--- src/rtl/cap_scan_sequencer.sv ---
// Time-multiplexed capacitive touch scanner for four pads. One shared counter
// times each pad's discharge. A self-calibrating per-channel baseline with
// hysteresis then turns the discharge counts into touch states.
module cap_scan_sequencer #(
   parameter int CHARGE_CYCLES = 16,
   parameter int CNT_W         = 12,
   parameter int MAX_COUNT     = 4095,
   parameter int THRESH        = 32,
   parameter int HYST          = 8,
   parameter int GAP_CYCLES    = 64
) (
   input  logic             clk,
   input  logic             reset,
   input  logic             scan_en,
   input  logic [3:0]       pad_in,
   output logic [3:0]       pad_out,
   output logic [3:0]       pad_oe,
   output logic [3:0]       btn,
   output logic             sample_valid,
   output logic [1:0]       sample_ch,
   output logic [CNT_W-1:0] sample_count,
   output logic             busy
);

   localparam int TMR_MAX = (CHARGE_CYCLES > GAP_CYCLES) ? CHARGE_CYCLES : GAP_CYCLES;
   localparam int TMR_W   = $clog2(TMR_MAX + 1);
   localparam int XW      = CNT_W + 1;

   typedef enum logic [2:0] {S_IDLE, S_CHARGE, S_MEASURE, S_EVAL, S_GAP} state_t;

   state_t             state_q, state_d;
   logic [1:0]         ch_q, ch_d;
   logic [TMR_W-1:0]   timer_q, timer_d;
   logic [CNT_W-1:0]   count_q, count_d;
   logic [CNT_W-1:0]   sample_count_q;
   logic [3:0]         sync1_q, sync2_q;
   logic [CNT_W-1:0]   base_q [4];
   logic [3:0]         cal_done_q;
   logic [3:0]         btn_q;

   logic [CNT_W-1:0]   base_cur, base_new;
   logic [XW-1:0]      assert_lvl, release_lvl, count_x;
   logic               btn_new;

   // Two-flop synchroniser for the asynchronous pad levels
   always_ff @(posedge clk or posedge reset) begin
      if (reset) begin
         sync1_q <= '0;
         sync2_q <= '0;
      end else begin
         sync1_q <= pad_in;
         sync2_q <= sync1_q;
      end
   end

   // Sequencer state, channel, shared timer and discharge counter
   always_ff @(posedge clk or posedge reset) begin
      if (reset) begin
         state_q <= S_IDLE;
         ch_q    <= '0;
         timer_q <= '0;
         count_q <= '0;
      end else begin
         state_q <= state_d;
         ch_q    <= ch_d;
         timer_q <= timer_d;
         count_q <= count_d;
      end
   end

   // Next-state logic and pad drive; only the active pad ever leaves ground
   always_comb begin
      state_d = state_q;
      ch_d    = ch_q;
      timer_d = timer_q;
      count_d = count_q;
      pad_out = 4'h0;
      pad_oe  = 4'hF;
      unique case (state_q)
         S_IDLE: begin
            if (scan_en) begin
               state_d = S_CHARGE;
               ch_d    = 2'd0;
               timer_d = '0;
            end
         end
         S_CHARGE: begin
            pad_out[ch_q] = 1'b1;
            if (timer_q == TMR_W'(CHARGE_CYCLES - 1)) begin
               state_d = S_MEASURE;
               count_d = '0;
            end else begin
               timer_d = timer_q + TMR_W'(1);
            end
         end
         S_MEASURE: begin
            pad_oe[ch_q] = 1'b0;
            if (sync2_q[ch_q] && (count_q != CNT_W'(MAX_COUNT))) begin
               count_d = count_q + CNT_W'(1);
            end else begin
               state_d = S_EVAL;
            end
         end
         S_EVAL: begin
            timer_d = '0;
            if (!scan_en) begin
               state_d = S_IDLE;
               ch_d    = 2'd0;
            end else if (ch_q == 2'd3) begin
               state_d = S_GAP;
               ch_d    = 2'd0;
            end else begin
               state_d = S_CHARGE;
               ch_d    = ch_q + 2'd1;
            end
         end
         S_GAP: begin
            if (timer_q == TMR_W'(GAP_CYCLES - 1)) begin
               timer_d = '0;
               ch_d    = 2'd0;
               state_d = scan_en ? S_CHARGE : S_IDLE;
            end else begin
               timer_d = timer_q + TMR_W'(1);
            end
         end
         default: state_d = S_IDLE;
      endcase
   end

   // Capture the finished count as the measurement hands over to evaluation
   always_ff @(posedge clk or posedge reset) begin
      if (reset) begin
         sample_count_q <= '0;
      end else if (state_q == S_MEASURE && state_d == S_EVAL) begin
         sample_count_q <= count_d;
      end
   end

   // Touch decision with hysteresis; levels are one bit wider so they cannot wrap
   always_comb begin
      base_cur    = base_q[ch_q];
      count_x     = {1'b0, count_q};
      assert_lvl  = {1'b0, base_cur} + XW'(THRESH);
      release_lvl = assert_lvl - XW'(HYST);
      btn_new     = btn_q[ch_q];
      base_new    = base_cur;
      if (!cal_done_q[ch_q]) begin
         base_new = count_q;
      end else begin
         if (!btn_q[ch_q] && (count_x >= assert_lvl)) begin
            btn_new = 1'b1;
         end else if (btn_q[ch_q] && (count_x < release_lvl)) begin
            btn_new = 1'b0;
         end
         // Baseline tracks slow drift only while the pad is untouched
         if (!btn_new) begin
            if (count_q > base_cur) begin
               base_new = base_cur + CNT_W'(1);
            end else if (count_q < base_cur) begin
               base_new = base_cur - CNT_W'(1);
            end
         end
      end
   end

   // Per-channel baseline, calibration flag and button state, updated in EVAL
   always_ff @(posedge clk or posedge reset) begin
      if (reset) begin
         for (int i = 0; i < 4; i++) begin
            base_q[i] <= '0;
         end
         cal_done_q <= '0;
         btn_q      <= '0;
      end else if (state_q == S_EVAL) begin
         base_q[ch_q]     <= base_new;
         cal_done_q[ch_q] <= 1'b1;
         btn_q[ch_q]      <= btn_new;
      end
   end

   assign btn          = btn_q;
   assign sample_valid = (state_q == S_EVAL);
   assign sample_ch    = ch_q;
   assign sample_count = sample_count_q;
   assign busy         = (state_q != S_IDLE);

endmodule

--- config.mk ---
export PLATFORM = sky130hd
export DESIGN_NAME = cap_scan_sequencer
export DESIGN_NICKNAME = d
export VERILOG_FILES = /design/src/rtl/cap_scan_sequencer.sv
export SDC_FILE = /design/constraint.sdc
export NUM_CORES = 1
export LEC_CHECK = 0
export BUFFER_PORTS_ARGS = -buffer_cell sky130_fd_sc_hd__buf_4
export CAP_MARGIN = 20
export CORE_ASPECT_RATIO = 0.9
export CORE_MARGIN = 3
export CORE_UTILIZATION = 55
export CTS_CLUSTER_DIAMETER = 60
export CTS_CLUSTER_SIZE = 25
export DETAILED_ROUTE_END_ITERATION = 16
export PLACE_DENSITY_LB_ADDON = 0.08
export SYNTH_ARGS = -nofsm -noshare
export SYNTH_HDL_FRONTEND = slang
export SYNTH_SLANG_ARGS = --single-unit
--- constraint.sdc ---
create_clock -name clk -period 5.5 [get_ports clk]
set_input_delay 0.55 -clock clk [delete_from_list [all_inputs] [get_ports clk]]
set_output_delay 0.55 -clock clk [all_outputs]
set_load 0.1 [all_outputs]
* Word-level counts from Yosys, hierarchy flattened *
Index checks and enable logic that the tools add are counted.

word-level totals
  output and inout bits = 28
  register bits after elaboration = 100
  input port bits = 7

operators by class
  magnitude comparators = 8
  $add $sub $neg = 7
  bitwise logic cells = 3
  mux-type cells = 45
  equal/unequal tests = 12
  reductions and logical operators = 13

operators with widths
  operator               count
  $mux 12                9
  $bwmux 48              1
  $pmux 7 s4             1
  $add 12x1->12 const B  2
  $bmux 12 s2            1
  $demux 12 s2           1
  $pmux 12 s2            1
  $mux 7                 3
  $mux 3                 6
  $pmux 3 s5             1
  $add 12x6->13 const B  1
  $ge 12x13->1           1
  $lt 12x13->1           1
  $sub 13x4->13 const B  1
  $gt 12x12->1           1
  $lt 12x12->1           1
  $ne 12x12->1 const B   1
  $sub 12x1->12 const B  1
  $eq 3x2->1 const B     3
  $mux 1                 9
  $mux 2                 4
  $mux 4                 2
  $add 7x1->7 const B    1
  $eq 7x4->1 const B     1
  other kinds (23)       34

* Depth between registers and ports, before layout *
  depth in word-level cells = 14
  depth in mapped cells = 20
  gate-level depth less buffers = 17

* Worst setup path after synthesis *
Ideal clock, no wire load.

  kind = register to register
  start point = reg ch_q[0] (netlist: sample_ch[0])
  end point = reg base_q[0] (netlist bit)
  period minus slack after synthesis = 4.621 ns
  path slack = 0.879 ns
  cell stages (with the launch flop) = 21
  arrival = 4.491 ns
  required time = 5.369 ns
  setup time = 0.131 ns
  path through = dfrtp_1 -> buf_6 -> mux4_2 -> buf_2 -> ha_1 -> inv_1 -> xnor2_1 -> a211oi_4 -> nand3_1 -> xnor2_1 -> ha_1 -> o21a_1 -> o21a_1 -> o21ai_0 -> a31oi_1 -> o31ai_4 -> o211ai_4 -> buf_6 -> a21oi_2 -> xnor2_1 -> o21ai_1

between the ends
  cells in the longest elaborated chain, start to end = 14
  elaborated cells between the ends (all ways) = 32
  classes of those cells = add/sub (4); order compare (6); mux (17); bitwise (1); reduce/logical (4)

ends and longest elaborated chain
  element                                     RTL line  source
  from (decl)                                 32        logic [1:0] ch_q, ch_d;
  from (signal assigned)                      65        ch_q <= ch_d;
  $not 2->3 (not written as such)             141, 175
  $bmux 12 s2                                 141       base_cur = base_q[ch_q];
  $mux 12 (not written as such) (2 in a row)  141
  $add 12x6->13                               143       assert_lvl = {1'b0, base_cur} + XW'(THRESH);
  $sub 13x4->13                               144       release_lvl = assert_lvl - XW'(HYST);
  $lt 12x13->1                                152       end else if (btn_q[ch_q] && (count_x < release_lvl)) begin
  $logic_and 1x1->1                           152
  $mux 1                                      152
  $mux 1                                      150       if (!btn_q[ch_q] && (count_x >= assert_lvl)) begin
  $mux 1                                      147       if (!cal_done_q[ch_q]) begin
  $mux 12                                     156       if (!btn_new) begin
  $mux 12                                     147
  $bwmux 48 (*)                               175       base_q[ch_q] <= base_new;
  to (signal, indexed assignment)             175
  to (decl)                                   37        logic [CNT_W-1:0] base_q [4];

Mark *: on every way between the ends. The rest lies on a longest branch, timed or not. The select of a mux whose other input is x is not followed.
A chain may end at the register's enable or synchronous reset.

* Worst setup path after layout *
  start point = reg ch_q[0] (netlist: sample_ch[0])
  end point = reg base_q[10] (netlist bit)

The elaborated chain is that of the path after synthesis.

==> results.toml <==
[run_status]
status = "complete, no violations"

[critical_path]
cp_data_required_time_ns = 5.72
r2r-start = "sample_ch[0]"
reg2reg_setup_slack_ns = 0.62
rr_endpoint = "base_q[10]"
path_common_cell = "xnor2_1"
arrival_ns = 5.10
critPathMaxFanout = 14
cp_slowest_stage_delay_ns = 0.67
ff2ff_path_depth = 18
slowest_stage = "dfrtp_1"
crit_buf_inv = 2
crit_family = "compound AO/OA/AOI/OAI gates"
worstSetupEndpointType = "register"
worst-setup-path-type = "register to register"
path_cells = "buf_4 -> mux4_2 -> ha_1 -> inv_1 -> xnor2_1 -> a211oi_4 -> nand3_1 -> xnor2_1 -> ha_1 -> a22oi_1 -> nand2_1 -> a31oi_1 -> a31oi_1 -> o31ai_4 -> o211ai_4 -> o21bai_1 -> xnor2_1 -> o21ai_0"
startpoint_type = "register"

[sta]
setup_viol = 0
slew_headroom = 0.2939
fin_skew_ns = 0.009891
setup_tns_ns = 0
worst_pin_slew_ns = 1.048
rsz0062_at_grt = "false"
slew_violations = 0
holdWs_ns = 0.2592
fin_crit_sh = 0.8878
period_needed_ns = 4.883
fmax_mhz = 204.8
final_hold_viol_count = 0

[logic_synthesis]
syn_inst = 670
synth_edf_count = 0
yosysTopAreaCell = "dfrtp_1"
syn_nets = 715
synthTopCellsByCount = "dfrtp_1 (100), a21oi_1 (58), nand2_1 (53)"
synthFlopType = "dfrtp_1"
synth.area.top_cells = "dfrtp_1 (39%), ha_1 (7.5%), mux4_2 (5.0%)"
synth_seq_cells = 100
ys_warn_count = 0
synth.top_cell.area_share = 0.3946
syn_avg_cell_area_um2 = 9.466
ys_types = 62
ys_seq_area_frac = 0.3946
syn_area_um2 = 6342
synth_most_common_cell = "dfrtp_1"
ys_async_sr_fraction = 1.000

[pwr]
ir_worst_vdd_mv = 0.2877
powerDensity_nw_per_um2 = 368.3
p_leak_nw = 3.129

[routing]
wirelength_um = 16860
drt-initial-drc-count = 550
detail-route-antenna-nets = 0
viasPerCell = 6.353
drc = 0
via_count = 5343
post_drt_wl_per_cell_um = 20.05
drt_first_pass_iters = 5

[job]
maxCapViolations = 0

[cts]
cts_hold_buf = 0
clock-root-buffer = "clkbuf_16"
cts_sinks = 100
cts_made_buffers = 9
ctsResizeCount = 0
clk_transition_reported_paths_ns = 0.08
post-cts-setup-buffer-count = 0
worstSkewPairLatency_ns = 0.36
cts_tree = "yes"
htree_levels = 3
cts_max_path_buffers = 2

[placed_design]
hpwl_um = 11980
port_buffers = 34
dp_cells = 825
gp_congestion = 0.9604

[die]
core_area_um2 = 11040
dieArea_um2 = 12860
fp.dieH_um = 107.9
ios = 35
core.rowCount = 36
initial_utilization = 0.5747
die_w_um = 119.2

[global_routing]
grt_pass1_wl_um = 27320
track_usage = 0.2716
grt_pass1_vias = 5192
antenna_found_initial = 0
grt_max_degree = 52
overflow = 0

[cells_and_area]
diodes = 0
fin_nets = 729
syn2layout_area_growth_pct = 9.943
drive_gt1_frac = 0.1480
fillers = 935
fin_cells = 841

[min_path]
hold_path.class = "input pin to asynchronous set/reset pin"
worst register-to-register path, cell delays in order, from the launching register on:
cell,delay (ns)
dfrtp_1,0.67
buf_4,0.27
mux4_2,0.61
ha_1,0.30
inv_1,0.16
xnor2_1,0.13
a211oi_4,0.29
nand3_1,0.13
xnor2_1,0.18
ha_1,0.31
a22oi_1,0.18
nand2_1,0.08
a31oi_1,0.16
a31oi_1,0.15
o31ai_4,0.10
o211ai_4,0.25
o21bai_1,0.27
xnor2_1,0.36
o21ai_0,0.17
kinds of logic after synthesis:
| logic type | share of synthesized area |
|---|---|
| compound gates | 0.1935 |
| xor+xnor | 0.04498 |
| simple gates | 0.1681 |
| buf+inv | 0.04163 |
| mux | 0.08069 |
| fa+ha+maj | 0.07654 |
| flops | 0.3946 |
stage by stage:
step	cell area, um2	utilization	total power (W)	worst slack, ns
floorplan	6342	-	0.001679	0.8788
global placement	6689	0.6061	0.001918	0.8845
detailed placement	6689	0.6061	0.001937	0.7194
CTS	6973	0.6319	0.002557	0.6921
global route	6973	0.6319	0.002700	0.2568
finish	6973	0.6319	0.002568	0.6171
registers in the layout, indices dropped and copies added, names as in the netlist, 3 cells and up:
name and flops:
btn 4, count_q 12, timer_q 7, sample_count 12
sync1_q 4, sync2_q 4, cal_done_q 4, base_q 48
state_q 3
worst max path at each step:
stage          depth (start not counted)    startpoint          to  slack, ns
2_1_floorplan                         20  sample_ch[0]   base_q[0]       0.88
3_3_place_gp                          18  sample_ch[0]  base_q[25]       0.88
3_5_place_dp                          18  sample_ch[0]  base_q[10]       0.72
4_1_cts                               18  sample_ch[0]  base_q[10]       0.69
5_1_grt                               18  sample_ch[0]  base_q[10]       0.26
6_report                              18  sample_ch[0]  base_q[10]       0.62
layer usage:
metal / vias to the layer above / part of all wire / routed length (um) / track usage
li1: 2477 / - / - / -
met1: 2613 / 0.44 / 7450 / 0.3765
met2: 220 / 0.46 / 7721 / 0.4288
met3: 33 / 0.078 / 1313 / 0.05780
met4: 0 / 0.022 / 377 / 0.08685
met5: - / 0 / 0 / 0
where the power goes:
part | total [W] | switching, W | internal (W)
registers | 0.000850 | 0.0000626 | 0.000787
clock network | 0.000624 | 0.000298 | 0.000326
logic | 0.00109 | 0.000746 | 0.000349
placed cells by master (no fill, tap or decap), types with 3 or more instances in the layout:
| cell | count |
|---|---|
| a21oi_2 | 7 |
| clkbuf_16 | 9 |
| nor4_1 | 9 |
| nand3b_1 | 3 |
| mux4_2 | 14 |
| o21ai_0 | 31 |
| nor3_1 | 13 |
| o21bai_1 | 3 |
| a21o_1 | 7 |
| inv_1 | 25 |
| nand3_1 | 25 |
| o21a_1 | 5 |
| or3_1 | 3 |
| ha_1 | 38 |
| buf_4 | 42 |
| and3_1 | 40 |
| nand2b_1 | 7 |
| a21oi_1 | 58 |
| xor2_1 | 4 |
| a22o_1 | 4 |
| nor2_1 | 27 |
| dfrtp_1 | 100 |
| mux2i_1 | 5 |
| o21ai_1 | 42 |
| mux2_2 | 13 |
| xnor2_1 | 26 |
| nand4_1 | 5 |
| o31ai_1 | 6 |
| nand2_1 | 53 |
| and2_1 | 9 |
| a31oi_1 | 13 |
final cells by class:
| class | instances | area (um2) | area share |
|---|---|---|---|
| multi-input combinational | 505 | 3581 | 0.5135 |
| sequential | 100 | 2502 | 0.3589 |
| timing repair buffer | 42 | 315.3 | 0.04522 |
| clock buffer | 11 | 242.7 | 0.03481 |
| tap | 152 | 190.2 | 0.02727 |
| inverter | 26 | 100.1 | 0.01435 |
| clock inverter | 5 | 41.29 | 0.005921 |
No activity file was read; power rests on OpenSTA's default activity.
